`src/rtl/alsu_pkg.sv`:
```
// Shared ALSU definitions: datapath widths, select-group encodings and the
// command entry carried by the issue stage FIFO.
package alsu_pkg;

  localparam int unsigned DATA_W = 4;
  localparam int unsigned SEL_W  = 5;

  // sel[4:3] group encodings
  localparam logic [1:0] GRP_LOGIC         = 2'b00;
  localparam logic [1:0] GRP_NAND_NOR      = 2'b01;
  localparam logic [1:0] GRP_BYPASS_EQ_SLT = 2'b10;
  localparam logic [1:0] GRP_SHIFT_ROTATE  = 2'b11;

  typedef struct packed {
    logic [SEL_W-1:0]  sel;
    logic [DATA_W-1:0] b;
    logic [DATA_W-1:0] a;
  } cmd_t;

  typedef struct packed {
    logic chain;
    cmd_t cmd;
  } chain_cmd_t;

  localparam int unsigned CMD_W       = $bits(cmd_t);
  localparam int unsigned CHAIN_CMD_W = $bits(chain_cmd_t);

  function automatic logic is_zero(input logic [DATA_W-1:0] d);
    return d == '0;
  endfunction

endpackage

```
`src/rtl/alsu_cmd_fifo.sv`:
```
// Circular command FIFO with occupancy count; pushes are refused when full
// even if a pop happens in the same cycle, pops are refused when empty.
module alsu_cmd_fifo #(
  parameter int unsigned DEPTH = 4,
  parameter int unsigned W     = 13,
  parameter int unsigned CNT_W = $clog2(DEPTH) + 1
) (
  input  logic             clk,
  input  logic             rst_n,
  input  logic             push_i,
  input  logic [W-1:0]     wdata_i,
  input  logic             pop_i,
  output logic [W-1:0]     rdata_o,
  output logic             full_o,
  output logic             empty_o,
  output logic [CNT_W-1:0] count_o
);

  localparam int unsigned PTR_W = $clog2(DEPTH);

  logic [W-1:0]     mem_q [DEPTH];
  logic [PTR_W-1:0] wr_ptr_q, rd_ptr_q;
  logic [CNT_W-1:0] count_q, count_d;
  logic             push_ok, pop_ok;

  assign full_o  = (count_q == CNT_W'(DEPTH));
  assign empty_o = (count_q == '0);
  assign push_ok = push_i && !full_o;
  assign pop_ok  = pop_i && !empty_o;
  assign rdata_o = mem_q[rd_ptr_q];
  assign count_o = count_q;

  always_comb begin
    count_d = count_q;
    if (push_ok && !pop_ok) begin
      count_d = count_q + CNT_W'(1);
    end else if (!push_ok && pop_ok) begin
      count_d = count_q - CNT_W'(1);
    end
  end

  // Pointers wrap naturally because DEPTH is a power of two
  always_ff @(posedge clk) begin
    if (!rst_n) begin
      wr_ptr_q <= '0;
      rd_ptr_q <= '0;
      count_q  <= '0;
    end else begin
      if (push_ok) wr_ptr_q <= wr_ptr_q + PTR_W'(1);
      if (pop_ok)  rd_ptr_q <= rd_ptr_q + PTR_W'(1);
      count_q <= count_d;
    end
  end

  always_ff @(posedge clk) begin
    if (push_ok) mem_q[wr_ptr_q] <= wdata_i;
  end

endmodule

```
`src/rtl/alsu_logic_issue_stage.sv`:
```
// Issue/retire stage in front of the ALSU logic unit: FIFO-buffered requests,
// head presented to the unit, result captured behind a valid/ready port.
// Optional feature macro: ALSU_CHAIN_EN (head A replaced by last captured result).
module alsu_logic_issue_stage
  import alsu_pkg::*;
#(
  parameter int unsigned DEPTH = 4,
  parameter int unsigned CNT_W = $clog2(DEPTH) + 1
) (
  input  logic             clk,
  input  logic             rst_n,
  input  logic             in_valid,
  output logic             in_ready,
  input  logic [3:0]       in_a,
  input  logic [3:0]       in_b,
  input  logic [4:0]       in_sel,
  input  logic             in_chain,
  output logic [3:0]       lu_a,
  output logic [3:0]       lu_b,
  output logic [4:0]       lu_sel,
  input  logic [3:0]       lu_out,
  output logic             out_valid,
  input  logic             out_ready,
  output logic [3:0]       out_data,
  output logic [4:0]       out_sel,
  output logic             out_zero,
  output logic [CNT_W-1:0] fifo_count
);

`ifdef ALSU_CHAIN_EN
  localparam int unsigned ENT_W = CHAIN_CMD_W;
`else
  localparam int unsigned ENT_W = CMD_W;
`endif

  logic [ENT_W-1:0]  wdata, rdata;
  cmd_t              head_cmd;
  logic              full, empty, push, pop;
  logic              out_valid_q, out_valid_d;
  logic [DATA_W-1:0] out_data_q, out_data_d;
  logic [SEL_W-1:0]  out_sel_q, out_sel_d;
  logic              out_zero_q, out_zero_d;

`ifdef ALSU_CHAIN_EN
  logic head_chain;
  assign wdata      = {in_chain, in_sel, in_b, in_a};
  assign head_chain = rdata[ENT_W-1];
  assign head_cmd   = rdata[CMD_W-1:0];
`else
  logic unused_chain;
  assign unused_chain = in_chain;
  assign wdata        = {in_sel, in_b, in_a};
  assign head_cmd     = rdata;
`endif

  assign in_ready = !full;
  assign push     = in_valid && !full;
  assign pop      = !empty && (!out_valid_q || out_ready);

  alsu_cmd_fifo #(
    .DEPTH (DEPTH),
    .W     (ENT_W),
    .CNT_W (CNT_W)
  ) u_fifo (
    .clk     (clk),
    .rst_n   (rst_n),
    .push_i  (push),
    .wdata_i (wdata),
    .pop_i   (pop),
    .rdata_o (rdata),
    .full_o  (full),
    .empty_o (empty),
    .count_o (fifo_count)
  );

  // Head presentation; a chained head takes A from the previously captured result
  always_comb begin
    lu_a   = '0;
    lu_b   = '0;
    lu_sel = '0;
    if (!empty) begin
      lu_a   = head_cmd.a;
      lu_b   = head_cmd.b;
      lu_sel = head_cmd.sel;
`ifdef ALSU_CHAIN_EN
      if (head_chain) lu_a = out_data_q;
`endif
    end
  end

  always_comb begin
    out_valid_d = out_valid_q;
    out_data_d  = out_data_q;
    out_sel_d   = out_sel_q;
    out_zero_d  = out_zero_q;
    if (pop) begin
      out_valid_d = 1'b1;
      out_data_d  = lu_out;
      out_sel_d   = lu_sel;
      out_zero_d  = is_zero(lu_out);
    end else if (out_valid_q && out_ready) begin
      out_valid_d = 1'b0;
    end
  end

  always_ff @(posedge clk) begin
    if (!rst_n) begin
      out_valid_q <= 1'b0;
      out_data_q  <= '0;
      out_sel_q   <= '0;
      out_zero_q  <= 1'b0;
    end else begin
      out_valid_q <= out_valid_d;
      out_data_q  <= out_data_d;
      out_sel_q   <= out_sel_d;
      out_zero_q  <= out_zero_d;
    end
  end

  assign out_valid = out_valid_q;
  assign out_data  = out_data_q;
  assign out_sel   = out_sel_q;
  assign out_zero  = out_zero_q;

endmodule

```
`config.mk`:
```
export PLATFORM = sky130hd
export DESIGN_NAME = alsu_logic_issue_stage
export DESIGN_NICKNAME = d
export VERILOG_FILES = /design/src/rtl/alsu_pkg.sv /design/src/rtl/alsu_cmd_fifo.sv /design/src/rtl/alsu_logic_issue_stage.sv
export SDC_FILE = /design/constraint.sdc
export NUM_CORES = 1
export LEC_CHECK = 0
export ABC_AREA = 1
export ABC_CLOCK_PERIOD_IN_PS = 2380
export CAP_MARGIN = 20
export CORE_MARGIN = 2
export CORE_UTILIZATION = 46
export CTS_CLUSTER_SIZE = 24
export DETAILED_ROUTE_END_ITERATION = 10
export PLACE_DENSITY_LB_ADDON = 0.2
export SYNTH_ARGS = -nofsm -noshare
export SYNTH_HDL_FRONTEND = slang
export SYNTH_SLANG_ARGS = --single-unit
```
`constraint.sdc`:
```
create_clock -name clk -period 2.38 [get_ports clk]
set_input_delay 0.357 -clock clk [delete_from_list [all_inputs] [get_ports clk]]
set_output_delay 0.357 -clock clk [all_outputs]
set_load 0.1 [all_outputs]
```
==> metrics.yaml, run 1 <==
outcome:
  outcome: "finished, final reports clean"
grt:
  antenna_found_initial: 0
  grt-ovfl-total: 0
  grt_pass1_wl_um: 9360
  grt_usage_pct: 16.7
  grt_max_degree: 28
  grt_pass1_vias: 2013
sta:
  fmax_ghz: 0.474
  finalMaxSlewViolations: 0
  finalHoldViolCount: 0
  setup-violations-final: 0
  skew_ns: 0.00911
  worstMarginPinSlew_ns: 0.426
  fin_crit_sh_pct: 88.6
  rsz0062_at_grt: "false"
  min_period_ns: 2.11
  maxSlewHeadroom_pct: 71.5
  hold_ws_ns: 0.471
floorplan:
  die_x_um: 86.2
  start_util_pct: 48.3
  rows: 29
  fp.dieH_um: 86.2
  die_area_um2: 7420
  io_pins: 50
  core_region_area_um2: 6420
finish:
  diodes: 0
  drive_gt1_share_pct: 22.9
  fill_cells: 500
  final_nets: 394
  syn_to_final_growth_pct: 29.1
critical_path:
  worst_setup_path_start_kind: "flip-flop"
  rrSetupSlack_ns: 0.53
  crit_path_end_kind: "primary output"
  crit_type: "flip-flop to primary output"
  endpoint: "lu_a[0]"
  crit_start: "u_fifo.count_o[0]"
  cp_data_required_time_ns: 2.02
  critPathTopFamily: "buffers and inverters"
  r2r_cells: 13
  reg2reg_from: "u_fifo.count_o[0]"
  r2r_end: "u_fifo.count_o[2]"
  cpMaxStageDelayCell: "dfxtp_4"
  crit_arrival_ns: 1.75
  path_buf_inv: 4
  crit_chain: "inv_2, nand3_4, inv_1, buf_12, a21oi_2, buf_12"
  critical_path.most_common_cell: "buf_12"
  crit_fanout: 9
  crit_cells: 6
  critical-path-max-stage-delay_ns: 0.37
place:
  gp_congestion: 0.771
  dpl.hpwl_um: 3820
  port_buffers: 48
route:
  viasPerCell: 4.77
  dr_wl_met2_um: 2940
  detail_route.iter0.violations: 99
  dr.max_layer_used: "met4"
  drc: 0
  route.vias.total: 2138
  drt-wirelength-per-cell_um: 13.0
  wl_um: 5830
  ant_nets: 0
  wl_met1_um: 2560
  first_pass_iters: 4
  met3WireLength_um: 292
clock_network:
  numCtsBuffers: 9
  cts_hold_buf: 0
  worstSkewPairLatency_ns: 0.34
  clock_sinks: 72
  cts_tree: "built"
  clk_pin_slew_ns: 0.07
  ctsLongestPathBuffers: 2
  cts_setup_buffers: 0
  cts_resized: 0
  root_buffer: "clkbuf_8"
  h-tree-depth: 3
synthesis:
  yosys.area.top_type_share_pct: 50.3
  ys.warnings.count: 0
  ys_seq_elements: 72
  yosysSeqAreaShare_pct: 63.2
  synthTopCellsByArea: "edfxtp_1 50%, dfxtp_1 13%, nor2_1 6.4%, nand2_1 6.0%, inv_1 5.3%"
  yosysUniqueCellTypes: 22
  yosysTopAreaCell: "edfxtp_1"
  syn_nets: 337
  synthesis.area_um2: 3100
  avgSynthCellArea_um2: 10.0
  netlist_instances: 309
hold_path:
  hold_class: "flip-flop to flip-flop"
flow_run:
  maxCapViolations: 0
-- sequential cells by signal, summed over array words and instances, names as in the netlist, named ones only --
| name | count |
|---|---|
| u_fifo.mem_q | 52 |
| u_fifo.rd_ptr_q | 2 |
| out_data | 4 |
| out_valid | 1 |
| u_fifo.wr_ptr_q | 2 |
| out_zero | 1 |
| out_sel | 5 |
| u_fifo.count_o | 3 |
-- cell usage after synthesis --
| library cell | count |
|---|---|
| nor2_1 | 53 |
| edfxtp_1 | 52 |
| nand2_1 | 50 |
| inv_1 | 44 |
| a21oi_1 | 23 |
| dfxtp_1 | 20 |
| nand3_1 | 14 |
| o21ai_0 | 10 |
| o21ai_1 | 10 |
| buf_6 | 5 |
| ha_1 | 5 |
| nand2_2 | 5 |
| inv_2 | 4 |
| nand3_2 | 4 |
| buf_2 | 3 |
| buf_8 | 1 |
| clkbuf_2 | 1 |
| fa_1 | 1 |
| inv_6 | 1 |
| nand2_4 | 1 |
| nand3_4 | 1 |
| nand3b_1 | 1 |
-- metrics by stage --
| step | util (%) | area [µm²] | worst slack, ns | setup TNS, ns | std cells |
|---|---|---|---|---|---|
| 3_5_place_dp | 59.6 | 3830 | 0.216 | 0 | 432 |
| 3_3_place_gp | 59.6 | 3830 | 0.265 | 0 | 432 |
| 6_report | 62.4 | 4010 | 0.272 | 0 | 448 |
| 5_1_grt | 62.4 | 4010 | 0.131 | 0 | 448 |
| 4_1_cts | 62.4 | 4010 | 0.237 | 0 | 448 |
| 2_1_floorplan | - | 3180 | -0.0815 | -0.815 | 309 |
-- area by class of cell --
class | count | area, µm² | area share [%]
clock buffers | 11 | 153 | 3.81
clock inverters | 5 | 30.0 | 0.749
inverters | 49 | 189 | 4.71
multi-input cells | 178 | 923 | 23.0
flip-flops and latches | 72 | 1970 | 49.2
well taps | 77 | 96.3 | 2.40
repair buffers | 56 | 646 | 16.1
-- worst register-to-register path, cell delays in order (launching register included) --
cell,delay (ns)
dfxtp_4,0.37
inv_2,0.07
nand3_4,0.08
nand2_1,0.13
inv_1,0.13
ha_1,0.17
inv_1,0.06
fa_1,0.38
inv_1,0.07
nand2_1,0.04
nand3b_1,0.10
nand2_1,0.06
nand2_1,0.05
nor2_1,0.04
-- how the worst min path moves through the flow --
stage | end | start | depth (start not counted) | slack [ns]
3_3_place_gp | out_data[0] | out_data[0] | 2 | 0.46
6_report | out_data[1] | out_data[1] | 2 | 0.47
4_1_cts | out_data[1] | out_data[1] | 2 | 0.47
5_1_grt | out_data[2] | out_data[2] | 2 | 0.49
3_5_place_dp | out_data[0] | out_data[0] | 2 | 0.46
2_1_floorplan | u_fifo.mem_q[0][0] | in_a[0] | 0 | 0.46
-- kinds of logic (layout without fill, tap and decap cells) --
| logic type | after synthesis | count (layout) | synth area share (%) |
|---|---|---|---|
| flops | 72 | 72 | 63.2 |
| fa+ha+maj | 6 | 6 | 2.66 |
| compound gates | 43 | 43 | 6.93 |
| buf+inv | 59 | 121 | 9.03 |
| simple gates | 129 | 129 | 18.2 |
-- cells in the final DEF, fill, tap and decap left out, types with 13 or more instances in the layout --
master           synthesis  routed
a21oi_2                  0      13
buf_12                   0      14
buf_4                    0      22
clkdlybuf4s50_1          0      20
dfxtp_1                 20      16
edfxtp_1                52      52
inv_1                   44      44
nand2_1                 50      50
nand3_1                 14      13
nor2_1                  53      53
-- metal layers --
| layer | vias up | GRT usage (%) |
|---|---|---|
| met1 | 976 | 21.0 |
| met4 | 0 | 5.77 |
| met5 | - | 0 |
| met3 | 4 | 5.20 |
| met2 | 49 | 27.3 |
| li1 | 1109 | - |
Power of run 1 is not shown: default switching activity piles up to over one toggle a cycle in this logic, so the estimate is an artifact.
==> inputs of run 2 (changes only) <==
--- a/config.mk
+++ b/config.mk
@@ -12,6 +12,7 @@
 export CORE_UTILIZATION = 46
 export CTS_CLUSTER_SIZE = 24
 export DETAILED_ROUTE_END_ITERATION = 10
+export GPL_ROUTABILITY_DRIVEN = 0
 export PLACE_DENSITY_LB_ADDON = 0.2
 export SYNTH_ARGS = -nofsm -noshare
 export SYNTH_HDL_FRONTEND = slang
==> results of run 2 <==
Same layout as run 1: the final DEF is identical, and so are final timing and power.
Power of run 2 is left out for the same reason.
==> inputs of run 3 (changes only) <==
--- a/config.mk
+++ b/config.mk
@@ -7,9 +7,11 @@
 export LEC_CHECK = 0
 export ABC_AREA = 1
 export ABC_CLOCK_PERIOD_IN_PS = 2380
-export CAP_MARGIN = 20
+export CAP_MARGIN = 10
+export CELL_PAD_IN_SITES_DETAIL_PLACEMENT = 0
+export CELL_PAD_IN_SITES_GLOBAL_PLACEMENT = 1
 export CORE_MARGIN = 2
-export CORE_UTILIZATION = 46
+export CORE_UTILIZATION = 41
 export CTS_CLUSTER_SIZE = 24
 export DETAILED_ROUTE_END_ITERATION = 10
 export GPL_ROUTABILITY_DRIVEN = 0
==> metrics.yaml, run 3 (synthesis results as in run 1) <==
route:
  dr.max_layer_used: "met4"
  ant_nets: 0
  met3WireLength_um: 178
  route.vias.total: 2146
  dr_wl_met2_um: 3000
  viasPerCell: 4.54
  drc: 0
  wl_met1_um: 2780
  drt-wirelength-per-cell_um: 12.7
  detail_route.iter0.violations: 89
  wl_um: 6030
  first_pass_iters: 4
floorplan:
  start_util_pct: 42.6
  core_region_area_um2: 7290
  die_x_um: 91.0
  fp.dieH_um: 91.0
  io_pins: 50
  rows: 31
  die_area_um2: 8280
sta:
  min_period_ns: 2.07
  rsz0062_at_grt: "false"
  maxSlewHeadroom_pct: 78.4
  worstMarginPinSlew_ns: 0.324
  setup_slack_ns: 0.308
  finalMaxSlewViolations: 0
  fmax_ghz: 0.483
  skew_ns: 0.00808
  fin_crit_sh_pct: 87.1
  finalHoldViolCount: 0
  setup-violations-final: 0
grt:
  grt_pass1_vias: 2038
  grt-ovfl-total: 0
  antenna_found_initial: 0
  grt_usage_pct: 15.6
  grt_pass1_wl_um: 10000
  grt_max_degree: 28
clock_network:
  clock_sinks: 72
  cts_setup_buffers: 0
  cts_resized: 0
  numCtsBuffers: 9
  root_buffer: "clkbuf_8"
  clk_pin_slew_ns: 0.08
  ctsLongestPathBuffers: 2
  cts_hold_buf: 0
  h-tree-depth: 3
  worstSkewPairLatency_ns: 0.33
  cts_tree: "built"
place:
  place_area_um2: 3860
  dpl.hpwl_um: 3910
  port_buffers: 48
  dp_slack_ns: 0.313
  post-place-cells: 457
finish:
  layout_common_cells: "53 x nor2_1, 52 x edfxtp_1, 50 x nand2_1, 44 x inv_1, 26 x buf_4"
  utilization_pct: 56.1
  largest-register: "u_fifo.mem_q"
  final_common_cell: "nor2_1"
  syn_to_final_growth_pct: 31.8
  finish.instance_area_um2: 4090
  fin_cells: 473
  final_nets: 397
  fill_cells: 677
  diodes: 0
  drive_gt1_share_pct: 23.8
  largest_reg_flops: 52
hold_path:
  hold_class: "flip-flop to flip-flop"
critical_path:
  worst_setup_path_start_kind: "flip-flop"
  crit_type: "flip-flop to primary output"
  cp_data_required_time_ns: 2.02
  crit_arrival_ns: 1.71
  crit_fanout: 27
  crit_path_end_kind: "primary output"
flow_run:
  maxCapViolations: 0
outcome:
  outcome: "finished, final reports clean"
-- run 3: cell types whose count changed in the layout (fill, tap and decap cells not counted), sizes merged --
cell | before | now
bufinv | 0 | 2
clkbuf | 11 | 9
buf | 36 | 39
-- run 3: path summary, 6_finish.rpt --
path,end,startpoint,slack [ns],cells past startpoint
hold reg to reg,out_data[1],out_data[1],0.47,2
hold / removal,out_data[1],out_data[1],0.47,2
setup reg to reg,u_fifo.count_o[2],u_fifo.count_o[0],0.59,12
setup / recovery,lu_sel[0],flip-flop,0.31,6
-- run 3: cell type report --
type,instances,area [µm²],area share (%)
Sequential cell,72,1970,48.2
Multi-Input combinational cell,178,923,22.6
Timing Repair Buffer,59,656,16.0
Inverter,49,189,4.62
Clock buffer,9,124,3.03
Tap cell,99,124,3.03
Clock inverter,7,104,2.54
-- run 3: critical path, stage by stage, from the launching register on --
cell,delay [ns]
dfxtp_1,0.31
buf_4,0.30
inv_6,0.15
nand2_1,0.09
nand3_1,0.11
a21oi_2,0.20
buf_12,0.19
-- run 3: through the flow --
step | TNS, ns | hold slack [ns]
5_1_grt | 0 | 0.506
3_5_place_dp | 0 | 0.463
2_1_floorplan | -0.815 | 0.456
6_report | 0 | 0.471
3_3_place_gp | 0 | 0.454
4_1_cts | 0 | 0.477
-- run 3: metal layers --
layer	vias up	global-route usage [%]
met5	-	0
met2	30	26.4
met4	0	4.55
li1	1117	-
met1	993	19.8
met3	6	3.82
Power of run 3 is left out for the same reason.
